### src/rtl/lsu_mem_ctrl.sv
// Load/store control stage in front of a byte-addressed data memory with a one-cycle registered read.
// Optional build macro LSU_MISALIGN_CHECK_EN rejects misaligned half/word accesses.
module lsu_mem_ctrl #(
  parameter int unsigned ADDR_WIDTH = 32,
  parameter int unsigned XLEN       = 32
) (
  input  logic                  clk,
  input  logic                  rst,
  input  logic                  req_valid,
  output logic                  req_ready,
  input  logic                  req_we,
  input  logic [2:0]            req_funct3,
  input  logic [ADDR_WIDTH-1:0] req_addr,
  input  logic [XLEN-1:0]       req_wdata,
  output logic                  resp_valid,
  input  logic                  resp_ready,
  output logic [XLEN-1:0]       resp_rdata,
  output logic                  resp_err,
  output logic [ADDR_WIDTH-1:0] mem_addr,
  output logic [XLEN-1:0]       mem_wdata,
  output logic                  mem_wen,
  output logic                  mem_ren,
  output logic [1:0]            mem_wbyte,
  input  logic [XLEN-1:0]       mem_rdata
);

  localparam int unsigned SEXT_B = XLEN - 8;
  localparam int unsigned SEXT_H = XLEN - 16;

  typedef enum logic [2:0] {
    S_IDLE = 3'd0,
    S_WR   = 3'd1,
    S_RD   = 3'd2,
    S_LDW  = 3'd3,
    S_RESP = 3'd4
  } state_e;

  state_e                state_q, state_d;
  logic [2:0]            f3_q, f3_d;
  logic [ADDR_WIDTH-1:0] mem_addr_q, mem_addr_d;
  logic [XLEN-1:0]       mem_wdata_q, mem_wdata_d;
  logic [1:0]            mem_wbyte_q, mem_wbyte_d;
  logic                  mem_wen_q, mem_wen_d;
  logic                  mem_ren_q, mem_ren_d;
  logic                  resp_valid_q, resp_valid_d;
  logic [XLEN-1:0]       resp_rdata_q, resp_rdata_d;
  logic                  resp_err_q, resp_err_d;

  logic accept_c;
  logic width_ok_c;
  logic misalign_c;
  logic bad_c;

  function automatic logic [1:0] wbyte_of(input logic [2:0] f3);
    case (f3[1:0])
      2'b00:   return 2'b00;
      2'b01:   return 2'b01;
      default: return 2'b11;
    endcase
  endfunction

  function automatic logic [XLEN-1:0] load_ext(input logic [2:0] f3, input logic [XLEN-1:0] d);
    case (f3)
      3'b000:  return {{SEXT_B{d[7]}}, d[7:0]};
      3'b001:  return {{SEXT_H{d[15]}}, d[15:0]};
      3'b100:  return {{SEXT_B{1'b0}}, d[7:0]};
      3'b101:  return {{SEXT_H{1'b0}}, d[15:0]};
      default: return d;
    endcase
  endfunction

  assign accept_c = req_valid && (state_q == S_IDLE);

  // Legality is decided on the live request, at the accept edge.
  always_comb begin
    width_ok_c = 1'b0;
    misalign_c = 1'b0;
    case (req_funct3)
      3'b000, 3'b001, 3'b010: width_ok_c = 1'b1;
      3'b100, 3'b101:         width_ok_c = !req_we;
      default:                width_ok_c = 1'b0;
    endcase
`ifdef LSU_MISALIGN_CHECK_EN
    if (req_funct3[1:0] == 2'b01) misalign_c = req_addr[0];
    if (req_funct3[1:0] == 2'b10) misalign_c = (req_addr[1:0] != 2'b00);
`endif
    bad_c = !width_ok_c || misalign_c;
  end

  always_ff @(posedge clk or posedge rst) begin
    if (rst) state_q <= S_IDLE;
    else     state_q <= state_d;
  end

  always_comb begin
    state_d = state_q;
    case (state_q)
      S_IDLE: begin
        if (accept_c) begin
          if (bad_c)       state_d = S_RESP;
          else if (req_we) state_d = S_WR;
          else             state_d = S_RD;
        end
      end
      S_WR:    state_d = S_RESP;
      S_RD:    state_d = S_LDW;
      S_LDW:   state_d = S_RESP;
      S_RESP:  if (resp_ready) state_d = S_IDLE;
      default: state_d = S_IDLE;
    endcase
  end

  // Outputs are registered from the next state so strobes line up with the state they belong to.
  always_comb begin
    f3_d         = f3_q;
    mem_addr_d   = mem_addr_q;
    mem_wdata_d  = mem_wdata_q;
    mem_wbyte_d  = mem_wbyte_q;
    resp_rdata_d = resp_rdata_q;
    resp_err_d   = resp_err_q;
    mem_wen_d    = (state_d == S_WR);
    mem_ren_d    = (state_d == S_RD);
    resp_valid_d = (state_d == S_RESP);
    if (accept_c) begin
      f3_d         = req_funct3;
      mem_addr_d   = req_addr;
      resp_err_d   = bad_c;
      resp_rdata_d = '0;
      if (req_we && !bad_c) begin
        mem_wdata_d = req_wdata;
        mem_wbyte_d = wbyte_of(req_funct3);
      end
    end
    if (state_q == S_LDW) resp_rdata_d = load_ext(f3_q, mem_rdata);
  end

  always_ff @(posedge clk or posedge rst) begin
    if (rst) begin
      f3_q         <= 3'd0;
      mem_addr_q   <= '0;
      mem_wdata_q  <= '0;
      mem_wbyte_q  <= 2'b00;
      mem_wen_q    <= 1'b0;
      mem_ren_q    <= 1'b0;
      resp_valid_q <= 1'b0;
      resp_rdata_q <= '0;
      resp_err_q   <= 1'b0;
    end else begin
      f3_q         <= f3_d;
      mem_addr_q   <= mem_addr_d;
      mem_wdata_q  <= mem_wdata_d;
      mem_wbyte_q  <= mem_wbyte_d;
      mem_wen_q    <= mem_wen_d;
      mem_ren_q    <= mem_ren_d;
      resp_valid_q <= resp_valid_d;
      resp_rdata_q <= resp_rdata_d;
      resp_err_q   <= resp_err_d;
    end
  end

  // Ready is low for the whole time reset is held.
  assign req_ready  = (state_q == S_IDLE) && !rst;
  assign resp_valid = resp_valid_q;
  assign resp_rdata = resp_rdata_q;
  assign resp_err   = resp_err_q;
  assign mem_addr   = mem_addr_q;
  assign mem_wdata  = mem_wdata_q;
  assign mem_wen    = mem_wen_q;
  assign mem_ren    = mem_ren_q;
  assign mem_wbyte  = mem_wbyte_q;

endmodule

### config.mk
export PLATFORM = sky130hd
export DESIGN_NAME = lsu_mem_ctrl
export DESIGN_NICKNAME = d
export VERILOG_FILES = /design/src/rtl/lsu_mem_ctrl.sv
export SDC_FILE = /design/constraint.sdc
export NUM_CORES = 1
export LEC_CHECK = 0
export CORE_MARGIN = 8
export CORE_UTILIZATION = 41
export DETAILED_ROUTE_END_ITERATION = 16
export PLACE_DENSITY = 0.81
export SLEW_MARGIN = 20
export SYNTH_ARGS = -nofsm -noshare
export SYNTH_HDL_FRONTEND = slang
export SYNTH_SLANG_ARGS = --single-unit
### constraint.sdc
create_clock -name clk -period 4.3 [get_ports clk]
set_input_delay 0.86 -clock clk [delete_from_list [all_inputs] [get_ports clk]]
set_output_delay 0.86 -clock clk [all_outputs]
set_load 0.005 [all_outputs]
== Word-level counts from Yosys, hierarchy flattened ==
Cells that the tools add are included.
Word-level totals
  register bits after elaboration: 108
  input port bits: 104
Cells by class
  equal/unequal tests: 15
  mux-type cells: 10
  reductions and logical operators: 15
Operator list (number)
  $pmux W32 S4: 1
  $mux W32: 2
  $eq A3 B3 Y1 const B: 6
  $eq A3 B1 Y1 const B: 4
  $eq A3 B2 Y1 const B: 4
  $pmux W3 S4: 1
  $logic_not A3 Y1: 3
  $mux W3: 3
  $pmux W2 S2: 1
  $reduce_or A2 Y1: 2
  $logic_and A1 B1 Y1: 3
  $logic_not A1 Y1: 3
  $reduce_or A3 Y1: 1
  $eq A2 B1 Y1 const B: 1
  $logic_not A2 Y1: 1
  $mux W2: 1
  $pmux W1 S2: 1
  $reduce_and A2 Y1: 1
  $reduce_bool A2 Y1: 1

== Depth between registers and ports, before layout ==
  depth after elaboration: 7
  gate-level depth with buffers: 5

== Least setup slack after synthesis ==
OpenSTA, ideal clock, no wires.
  path kind: input-to-reg
  from: input port req_valid
  to: register mem_wdata_q[0], in the netlist mem_wdata[0]
  setup time: 0.128 ns
  arrival time: 1.870 ns
  setup slack: 2.303 ns
  stages on the path: 4
  path buffers: 1
  path through: nor4b_2 -> nand3_2 -> buf_2 -> mux2_1
On the way
  word-level cells in the longest chain between the ends: 2
Ends and longest elaborated chain
  start, declared: line 9  | input logic req_valid,
  $logic_and A1 B1 Y1: line 72  | assign accept_c = req_valid && (state_q == S_IDLE);
  $reduce_and A2 Y1 (no source line)
  end signal, assigned: line 151  | mem_wdata_q <= mem_wdata_d;
  end, declared: line 41  | logic [XLEN-1:0] mem_wdata_q, mem_wdata_d;
Every way passes these cells.
A chain may end at the register's enable or synchronous reset.

== Worst setup path after layout ==
  from: input port rst
  to: output port req_ready
On the way
  word-level cells in the longest chain between the ends: 2
Ends and longest elaborated chain
  start, declared: line 8  | input logic rst,
  $logic_not A1 Y1: line 162  | assign req_ready = (state_q == S_IDLE) && !rst;
  $logic_and A1 B1 Y1: line 162
  end, declared: line 10  | output logic req_ready,
Every way passes these cells.

==> metrics <==
vias in the first global route 3861; n_diodes 0; drt wl/cell 17.5 µm; Slowest-stage cell, CP clkdlybuf4s50_1; hold_ws 480 ps; Hold Buf Count CTS 0; vias post-DR 3522; Worst path max stage delay 570 ps; post-synthesis mux area share 0.0917; post-CTS sizing 0; root buf cell clkbuf_8; final instance area 0.00666 mm²; Boundary Pins 207; dpl cells 702; Rows 37; clock buffer depth 2; Die Wd 118 µm; 1st-iter DRT viols 157; setup TNS 0 ps; Total Wirelength 12600 µm; DP Area 0.00644 mm²; CTS clk-pin slew, worst paths 90 ps; cell count after synthesis 380; synthesized-area fraction occupied by adder cells 0; TritonCTS clock tree done; Die Area 0.0139 mm²; Synth top area share 0.633; TritonCTS Buffers 9; remaining design rule violation count 0; vias per cell 4.91; Fin. Hold Viols 0; Arrival @ worst endpoint 2160 ps; max-capacitance violation count 0; Tot GR Track Use 0.182; Max FO, Critical Path 2; Post-Synth Simple-Gate Area 0.165; initial antenna violation count 0; first-pass GRT wire length 20500 µm; CTS HTree Levels 3; final setup fails 0; Crit. End Element primary output; CP dominant cell by count clkdlybuf4s50_1; crit-path cells clkdlybuf4s50_1 > nor4_1 > clkdlybuf4s50_1; fin crit period 3020 ps; largest net degree at the start of global routing 79; worst min path class flop to flop; post-synthesis xor/xnor area fraction 0; Period Utilization, post-route 0.703; # Post-CTS Setup Buffers 0; post-synthesis compound-gate area fraction 0.0856; Synthesis Warnings 0; WP data required 3440 ps; final cell count without fillers 717; number of synthesized register bits 108; post-layout util 0.651; area grow syn2layout 55.9%; total gr overflow 0; critical path class primary input to primary output; Max-Slew Margin vs Limit 0.303; Worst IR Drop VDD 0.000336 V; share of post-route cells with drive strength above 1 0.0413; outcome finished, final reports clean; final layout net count 681; worst slew pin tran 1040 ps; main combinational cell family by area after synthesis simple AND/OR/NAND/NOR gates; Distinct cells, synth 26; starting density of the core 0.417; FILL cells 805; hpwl dp 9420 µm; Mean Syn Cell Area 11.2 µm²; Routability Congestion 0.727; clock sinks 108; top achievable clock speed 331 MHz; top area cells in the synthesized netlist dfrtp_1, nand2_1, mux2_1; startpoint type of the worst setup path primary input; PortBufs 206; Yosys top cell by area dfrtp_1; die height 118 µm; Synth Net Count 484; antenna-violating nets left 0; clk_skew 7.13 ps; max-slew violations 0; drt first pass iters 4; Pleak 0.00300 µW; RSZ-0062 raised after global routing false; core area 0.0102 mm²; post-synthesis sequential area ratio 0.633; pwr dens 595 mW/mm²; mapped cell area 0.00427 mm²; clk_lat worst skew 350 ps; Worst R2R Setup Slack 1950 ps
[power breakdown]
group	switching [µW]	internal (µW)
logic	662	977
clock network	327	314
registers	271	1410
total	1260	2700
[critical path: cells and delay by family]
kind | cells | cell delay, ps
buf+inv | 2 | 1030
simple gates | 1 | 270
[final timing paths]
| kind | to | cells after the start | start |
|---|---|---|---|
| worst max register to register | mem_wdata[16] | 3 | state_q[2] |
| worst min register to register | mem_addr[10] | 2 | mem_addr[10] |
| min in group asynchronous | mem_wdata[4] | 2 | rst |
| worst min-delay path | mem_addr[10] | 2 | mem_addr[10] |
| worst max-delay path | req_ready | 3 | rst |
| max in group asynchronous | mem_addr[30] | 3 | rst |
[per-layer routing]
| layer | vias up | GRT usage | part of all wire |
|---|---|---|---|
| met5 | - | 0 | 0 |
| met3 | 21 | 0.0734 | 0.094 |
| met1 | 1697 | 0.193 | 0.37 |
| li1 | 1666 | - | - |
| met2 | 138 | 0.318 | 0.51 |
| met4 | 0 | 0.0689 | 0.020 |
[state kept, by name, summed over array words and instances, names as in the netlist]
name / count
resp_valid: 1
mem_wdata: 32
f3_q: 3
mem_wen: 1
mem_wbyte: 2
mem_ren: 1
state_q: 3
resp_err: 1
resp_rdata: 32
mem_addr: 32
[area by class of cell]
type	instances	area (µm²)	area share
inverter	2	10.0	0.00150
multi-input combinational	246	1470	0.221
tap	136	170	0.0256
clock inverter	3	45.0	0.00677
clock buffer	12	165	0.0248
sequential	108	2700	0.406
timing repair buffer	210	2090	0.314
[cells in the mapped netlist (all sizes together)]
cell	number
a21o	1
a21oi	10
a31o	8
a32o	16
and3	1
and3b	1
buf	7
clkbuf	17
dfrtp	108
inv	2
mux2	33
mux2i	2
nand2	124
nand2b	16
nand3	9
nand3b	1
nor2	5
nor3	1
nor4	1
nor4b	1
o21a	2
o21ai	11
o21bai	1
or4b	2
[cells by family (layout without fill, tap and decap cells)]
family | after synthesis | in the layout
AND/OR/NAND/NOR | 162 | 162
AO/OA/AOI/OAI | 49 | 49
flip-flops | 108 | 108
buffers and inverters | 26 | 227
multiplexers | 35 | 35
[metrics by stage]
| step | setup WS, ps | power, µW |
|---|---|---|
| 2_1_floorplan | 594 | 2280 |
| 3_3_place_gp | 1150 | 3300 |
| 3_5_place_dp | 1040 | 3370 |
| 4_1_cts | 1250 | 4020 |
| 5_1_grt | 1240 | 4250 |
| 6_report | 1280 | 3960 |
[placed cells by master, fill, tap and decap left out, types with 2 or more instances in the layout]
cell type and instances:
o21a_1 2, a31o_1 8, mux2i_1 2, o21ai_0 10, clkinvlp_4 2, nand2b_1 16
dfrtp_1 108, a32o_1 16, clkdlybuf4s50_1 206, nand3_1 8, buf_4 4, a21oi_1 10
nor2_1 5, mux2_1 33, clkbuf_8 12, nand2_1 124
Power figures use the tool's default switching activity.
